`config.mk`:
```
export PLATFORM = sky130hd
export DESIGN_NAME = serial_add_ctrl
export DESIGN_NICKNAME = d
export VERILOG_FILES = /design/src/rtl/serial_add_pkg.sv /design/src/rtl/onebitAdder.sv /design/src/rtl/serial_add_ctrl.sv
export SDC_FILE = /design/constraint.sdc
export NUM_CORES = 1
export LEC_CHECK = 0
export ABC_AREA = 1
export CAP_MARGIN = 20
export CORE_MARGIN = 4
export CORE_UTILIZATION = 51
export CTS_CLUSTER_DIAMETER = 200
export CTS_CLUSTER_SIZE = 16
export DETAILED_ROUTE_END_ITERATION = 16
export GPL_TIMING_DRIVEN = 0
export MAX_ROUTING_LAYER = met4
export PLACE_DENSITY = 0.8
export REMOVE_ABC_BUFFERS = 1
export SYNTH_ARGS = -nofsm -noshare
export SYNTH_HDL_FRONTEND = slang
export SYNTH_HIERARCHICAL = 1
export SYNTH_SLANG_ARGS = --single-unit
```
`constraint.sdc`:
```
create_clock -name clk -period 4.65 [get_ports clk]
set_input_delay 0.93 -clock clk [delete_from_list [all_inputs] [get_ports clk]]
set_output_delay 0.93 -clock clk [all_outputs]
set_load 0.01 [all_outputs]
```
`src/rtl/serial_add_pkg.sv`:
```
// Shared definitions for the bit-serial adder/subtractor.
//   state_t        : controller state encoding (IDLE, RUN, DONE)
//   DEFAULT_WIDTH  : default operand/result width in bits
package serial_add_pkg;

  localparam int DEFAULT_WIDTH = 32;

  typedef enum logic [1:0] {
    IDLE = 2'd0,
    RUN  = 2'd1,
    DONE = 2'd2
  } state_t;

endpackage

```
`src/rtl/onebitAdder.sv`:
```
// One-bit full-adder cell.
//   a, b : operand bits
//   ci   : carry in
//   s    : sum bit
//   co   : carry out
module onebitAdder (
  input  logic a,
  input  logic b,
  input  logic ci,
  output logic s,
  output logic co
);

  logic w_p;

  assign w_p = a ^ b;
  assign s   = w_p ^ ci;
  assign co  = (a & b) | (ci & w_p);

endmodule

```
`src/rtl/serial_add_ctrl.sv`:
```
// Bit-serial adder/subtractor: one full-adder cell, LSB first, one bit per
// clock. A start in IDLE latches the operands; WIDTH RUN cycles later the
// block spends one cycle in DONE with the result valid, then returns to IDLE.
//   clk      : clock, rising edge
//   reset    : asynchronous active-high reset
//   start    : request an operation (sampled in IDLE only)
//   sub      : 0 = a+b, 1 = a-b (sampled with start)
//   a, b     : operands (latched on an accepted start)
//   busy     : high while in RUN
//   done     : one-cycle pulse in DONE
//   sum      : result register
//   cout     : carry out of the MSB (inverted borrow for subtraction)
//   overflow : signed overflow flag
module serial_add_ctrl
  import serial_add_pkg::*;
#(
  parameter int WIDTH = DEFAULT_WIDTH
) (
  input  logic             clk,
  input  logic             reset,
  input  logic             start,
  input  logic             sub,
  input  logic [WIDTH-1:0] a,
  input  logic [WIDTH-1:0] b,
  output logic             busy,
  output logic             done,
  output logic [WIDTH-1:0] sum,
  output logic             cout,
  output logic             overflow
);

  // One extra bit so the counter can reach WIDTH without wrapping.
  localparam int CW = $clog2(WIDTH) + 1;

  state_t           r_state;
  state_t           w_state_next;

  logic [WIDTH-1:0] r_a;
  logic [WIDTH-1:0] r_b;
  logic [WIDTH-1:0] r_sum;
  logic             r_carry;
  logic             r_cout;
  logic             r_ovf;
  logic [CW-1:0]    r_cnt;

  logic             w_s;
  logic             w_co;
  logic             w_last;
  logic             w_accept;

  onebitAdder u_fa (
    .a  (r_a[0]),
    .b  (r_b[0]),
    .ci (r_carry),
    .s  (w_s),
    .co (w_co)
  );

  assign w_last = (r_cnt == CW'(WIDTH - 1));

  // State register.
  always_ff @(posedge clk or posedge reset) begin
    if (reset) begin
      r_state <= IDLE;
    end else begin
      r_state <= w_state_next;
    end
  end

  // Next state and status outputs; both depend on state only, so there is
  // no combinational path from start to done.
  always_comb begin
    w_state_next = r_state;
    w_accept     = 1'b0;
    busy         = 1'b0;
    done         = 1'b0;
    case (r_state)
      IDLE: begin
        if (start) begin
          w_accept     = 1'b1;
          w_state_next = RUN;
        end
      end
      RUN: begin
        busy = 1'b1;
        if (w_last) begin
          w_state_next = DONE;
        end
      end
      DONE: begin
        done         = 1'b1;
        w_state_next = IDLE;
      end
      default: begin
        w_state_next = IDLE;
      end
    endcase
  end

  // Datapath: shift registers, carry flip-flop, counter and result flags.
  always_ff @(posedge clk or posedge reset) begin
    if (reset) begin
      r_a     <= '0;
      r_b     <= '0;
      r_sum   <= '0;
      r_carry <= 1'b0;
      r_cout  <= 1'b0;
      r_ovf   <= 1'b0;
      r_cnt   <= '0;
    end else if (w_accept) begin
      // Subtraction is a + ~b + 1: invert B and seed the carry with sub.
      r_a     <= a;
      r_b     <= sub ? ~b : b;
      r_carry <= sub;
      r_cnt   <= '0;
      r_sum   <= '0;
      r_cout  <= 1'b0;
      r_ovf   <= 1'b0;
    end else if (r_state == RUN) begin
      r_sum   <= {w_s, r_sum[WIDTH-1:1]};
      r_a     <= r_a >> 1;
      r_b     <= r_b >> 1;
      r_carry <= w_co;
      r_cnt   <= r_cnt + CW'(1);
      if (w_last) begin
        // r_carry is the carry into the MSB on this cycle.
        r_cout <= w_co;
        r_ovf  <= r_carry ^ w_co;
      end
    end
  end

  assign sum      = r_sum;
  assign cout     = r_cout;
  assign overflow = r_ovf;

endmodule

```
=== Word-level counts from Yosys, hierarchy flattened ===
Index checks and enable logic that the tools add are counted.

* Register bits: 107
* Latch bits: 0
* Memory bits (writable): 0
* Bits in read-only memories: 0
* Memories: 0

* Add/sub/neg operators: 1
* Multipliers: 0
* Div/mod/pow operators: 0
* Order comparisons: 0
* Eq/ne operators: 5
* Shift-type cells: 0
* Mux-type cells: 24
* Bitwise operators: 7
* Reduce and logical (&&, ||, !) cells: 5

{| class="wikitable"
|+ Operators by type and width
! kind !! number
|-
| $mux 32 || 7
|-
| $not 32->32 || 1
|-
| $mux 1 || 12
|-
| $mux 6 || 2
|-
| $add 6x1->6 const B || 1
|-
| $eq 6x5->1 const B || 1
|-
| $mux 2 || 2
|-
| $ne 2x2->1 const B || 2
|-
| $pmux 2 s2 || 1
|-
| $reduce_and 2->1 || 2
|-
| $reduce_bool 2->1 || 2
|-
| $xor 1x1->1 || 3
|-
| $and 1x1->1 || 2
|-
| $eq 2x1->1 const B || 1
|-
| $eq 2x2->1 const B || 1
|-
| $logic_not 2->1 || 1
|-
| $or 1x1->1 || 1
|}

=== Depth between registers and ports, before layout ===
* Word-level depth: 7
* Depth in mapped cells: 8
* Gate-level depth less buffers: 7

=== Cells and area by module ===
The synthesis kept the hierarchy.

{| class="wikitable"
|+ Modules (own cells, without submodules)
! module !! times used !! cells each !! area each (um^2)
|-
| serial_add_ctrl || 1 || 574 || 4848.4
|-
| onebitAdder || 1 || 1 || 20.0
|}

=== Worst setup path after synthesis ===
Ideal clock, no wire load.

* Kind: register to output
* Start: reg r_state[0]
* End: out busy
* Arrival: 0.913 ns
* Slack: 2.807 ns
* Cell stages (with the launch flop): 4
* Path buffers: 1
* Cells stage by stage: dfrtp_1 inv_2 nor2_4 buf_1

* Cells in the longest elaborated chain, start to end: 2

{| class="wikitable"
|+ RTL lines
! element !! RTL line !! source
|-
| from (decl) || serial_add_ctrl.sv:35 || <nowiki>state_t r_state;</nowiki>
|-
| from (signal assigned) || serial_add_ctrl.sv:66 || <nowiki>r_state <= w_state_next;</nowiki>
|-
| $eq 2x1->1 || serial_add_ctrl.sv:77 || <nowiki>case (r_state)</nowiki>
|-
| $mux 1 || serial_add_ctrl.sv:77 ||
|-
| to (decl) || serial_add_ctrl.sv:25 || <nowiki>output logic busy,</nowiki>
|}

No other way between the ends.

=== Worst setup path in the final report ===
Ends and elaborated chain as after synthesis.

==> impl_metrics.csv <==
group,metric,value,unit
synthesis,yosysTopAreaCellShare,0.5500,
global_route,gr-total-overflow,0,
sta,hold_viol_final,0,
sta,rsz0062_at_grt,"no",
global_route,grt_start_max_net_pins,68,
clocking,clockBufferDepth,2,
synthesis,ys_async_sr_fraction,1.000,
route,first_iter_violations,221,
route,wl_per_cell,12.58,um
route,drc,0,
final_layout,nFillCells,791,
clocking,clkTransAtPathRegs,0.09,ns
global_route,grtUsageTotal,0.1898,
synthesis,ys_ff_latch,107,
synthesis,netlist_area,4868,sq um
synthesis,synth_cell_types,24,
synthesis,ys_seq_area_frac,0.5500,
floorplan,io_pins,104,
global_route,antenna_found_initial,0,
final_layout,seqCellArea,2678,sq um
floorplan,fp.dieArea,11170,sq um
sta,setup_viol,0,
final_layout,utilization,0.6710,
final_layout,fin_nets,732,
min_path,min-delay-start,"r_a[31]$_DFFE_PP0P_",
clocking,clk_latency,0.36,ns
final_layout,num_antenna_cells,0,
final_layout,multi_input_area,1859,sq um
setup_path,reg2reg_depth,8,
final_layout,area_delta_synth_final,27.96,%
route,vias,3928,
setup_path,worst_ep_arrival_time,2.28,ns
sta,slew-limit-headroom,0.3993,
floorplan,chipHeight,105.7,um
place,routabilityCongestion,0.7777,
global_route,grt_pass1_vias,3881,
floorplan,die_w,105.7,um
synthesis,syn_inst,575,
clocking,tritoncts,"done",
sta,slew_viol_final,0,
min_path,hold_depth,2,
setup_path,startpoint_type,"register",
clocking,cts_buffers,9,
clocking,cts_sinks,107,
sta,period_minus_slack,3.213,ns
sta,finClkSkew,0.009106,ns
clocking,htreeDepth,3,
sta,hold_ws,0.4804,ns
setup_path,reg2reg_from,"r_state[1]$_DFFE_PP0P_",
route,drt-total-wl,10010,um
route,firstDrtPassIters,5,
synthesis,synth_top_flop_cell,"dfrtp_1",
synthesis,synth_top_cell_by_area,"dfrtp_1",
synthesis,yosys_warnings,6,
sta,finalCritPeriodShare,0.6909,
setup_path,r2r_slack,2.36,ns
global_route,grt_first_pass_wirelength,17080,um
min_path,hold_path.class,"register to register",
synthesis,syn_area_per_cell,8.467,sq um
setup_path,r2r-end,"r_cnt[2]$_DFFE_PP0P_",
synthesis,synth_edf_count,0,
sta,timing.fmax,0.3113,GHz
sta,tns,0,ns
clocking,post-cts-setup-buffers,0,
place,place_hpwl,6678,um
run_status,status,"complete, no violations",
synthesis,yosys-top-cells-area,"dfrtp_1 55%, nand2_1 18%, xor2_1 5.0%",
synthesis,yosysMostFrequentCell,"nand2_1",
clocking,hold_buffers,0,
place,portBuffers,103,
setup_path,critPathRequiredTime,3.72,ns
floorplan,core,9284,sq um
route,antenna_left,0,
clocking,cts-root-buf,"clkbuf_8",
synthesis,synth_commonest_cells,"233 x nand2_1, 107 x dfrtp_1, 42 x inv_1",
power,p_per_area,258.7,nW/um^2
final_layout,drive_gt1_frac,0.04498,
floorplan,start_util,0.5244,
setup_path,crit_type,"register to primary output",
floorplan,rows,35,
power,ir_worst_vdd,0.0001779,V
clocking,cts_resized,0,
sta,tightest_slew,0.9011,ns
setup_path,end_kind,"primary output",
route,viasPerCell,4.935,
job,max_cap_viol_count,0,
setup_path,cp_max_fo,47,
min_path,hold_end,"r_a[31]$_DFFE_PP0P_",
power,leakage,3.189,nW
sequential cells by signal, summed over array words and instances (netlist names):
register / count
r_cnt: 6
r_a: 32
r_carry: 1
overflow: 1
sum: 32
cout: 1
r_state: 2
r_b: 32
power breakdown:
group	total (mW)	internal, mW	leakage, nW	switching [mW]
Combinational	0.104	0.0629	1.68	0.0411
Sequential	0.930	0.930	1.40	0
Clock	0.578	0.278	0.106	0.300
kinds of logic (layout without fill, tap and decap cells):
logic type      count (synthesis)  in the layout  synth area share
compound gates                 72             72           0.08430
xor+xnor                       33             33           0.05937
fa+ha+maj                       2              2          0.006682
buf+inv                        78            170           0.06913
flops                         107            107            0.5500
simple gates                  283            283            0.2305
layout make-up:
| class | instances | area share |
|---|---|---|
| multi-input cells | 390 | 0.2985 |
| inverters | 45 | 0.02752 |
| repair buffers | 109 | 0.1856 |
| clock inverters | 4 | 0.007833 |
| well taps | 129 | 0.02591 |
| flip-flops and latches | 107 | 0.4298 |
| clock buffers | 12 | 0.02490 |
worst max-delay path by stage:
stage / start / depth (start not counted) / end / slack, ns
after global routing: r_state[0]$_DFFE_PP0P_ / 4 / busy / 1.33
after detailed placement: start / 6 / r_cnt[2]$_DFFE_PP0P_ / 1.38
after CTS: r_state[1]$_DFFE_PP0P_ / 6 / r_b[22]$_DFFE_PP0P_ / 1.35
after floorplan: reset / 1 / cout$_DFFE_PP0P_ / 0.90
after global placement: reset / 2 / r_a[12]$_DFFE_PP0P_ / -0.57
final: r_state[0]$_DFFE_PP0P_ / 4 / busy / 1.44
cells in the final DEF (no fill, tap or decap), types with 2 or more instances in the layout:
cell               n
buf_12             3
inv_1             41
xnor2_1            5
buf_16             2
nand3_1           35
o21ai_0           35
clkdlybuf4s50_1  102
nand2_1          233
nor2_1            10
dfrtp_1          107
xor2_1            28
clkbuf_8          11
clkinv_2           2
o22ai_1           31
inv_2              3
o211ai_1           4
worst max-delay path, cell delays in order (launching register included):
cell and delay, ns:
dfrtp_1 0.42, inv_2 0.08, nor2_4 0.53, buf_12 0.31
clkdlybuf4s50_1 0.58
per-layer routing:
layer,global-route usage,routed length [um]
met3,0.03001,505
met1,0.2393,4471
met5,-,0
met2,0.3160,4920
met4,0.06198,112
metrics by stage:
stage	setup slack, ns	cell area (sq um)	instances	total power [mW]
floorplan	0.9028	4701	542	0.9792
global placement	-0.5663	5893	774	1.051
detailed placement	1.380	5978	778	1.054
CTS	1.355	6182	794	1.628
global route	1.335	6230	796	1.670
finish	1.437	6230	796	1.612
Power figures use the tool's default switching activity.
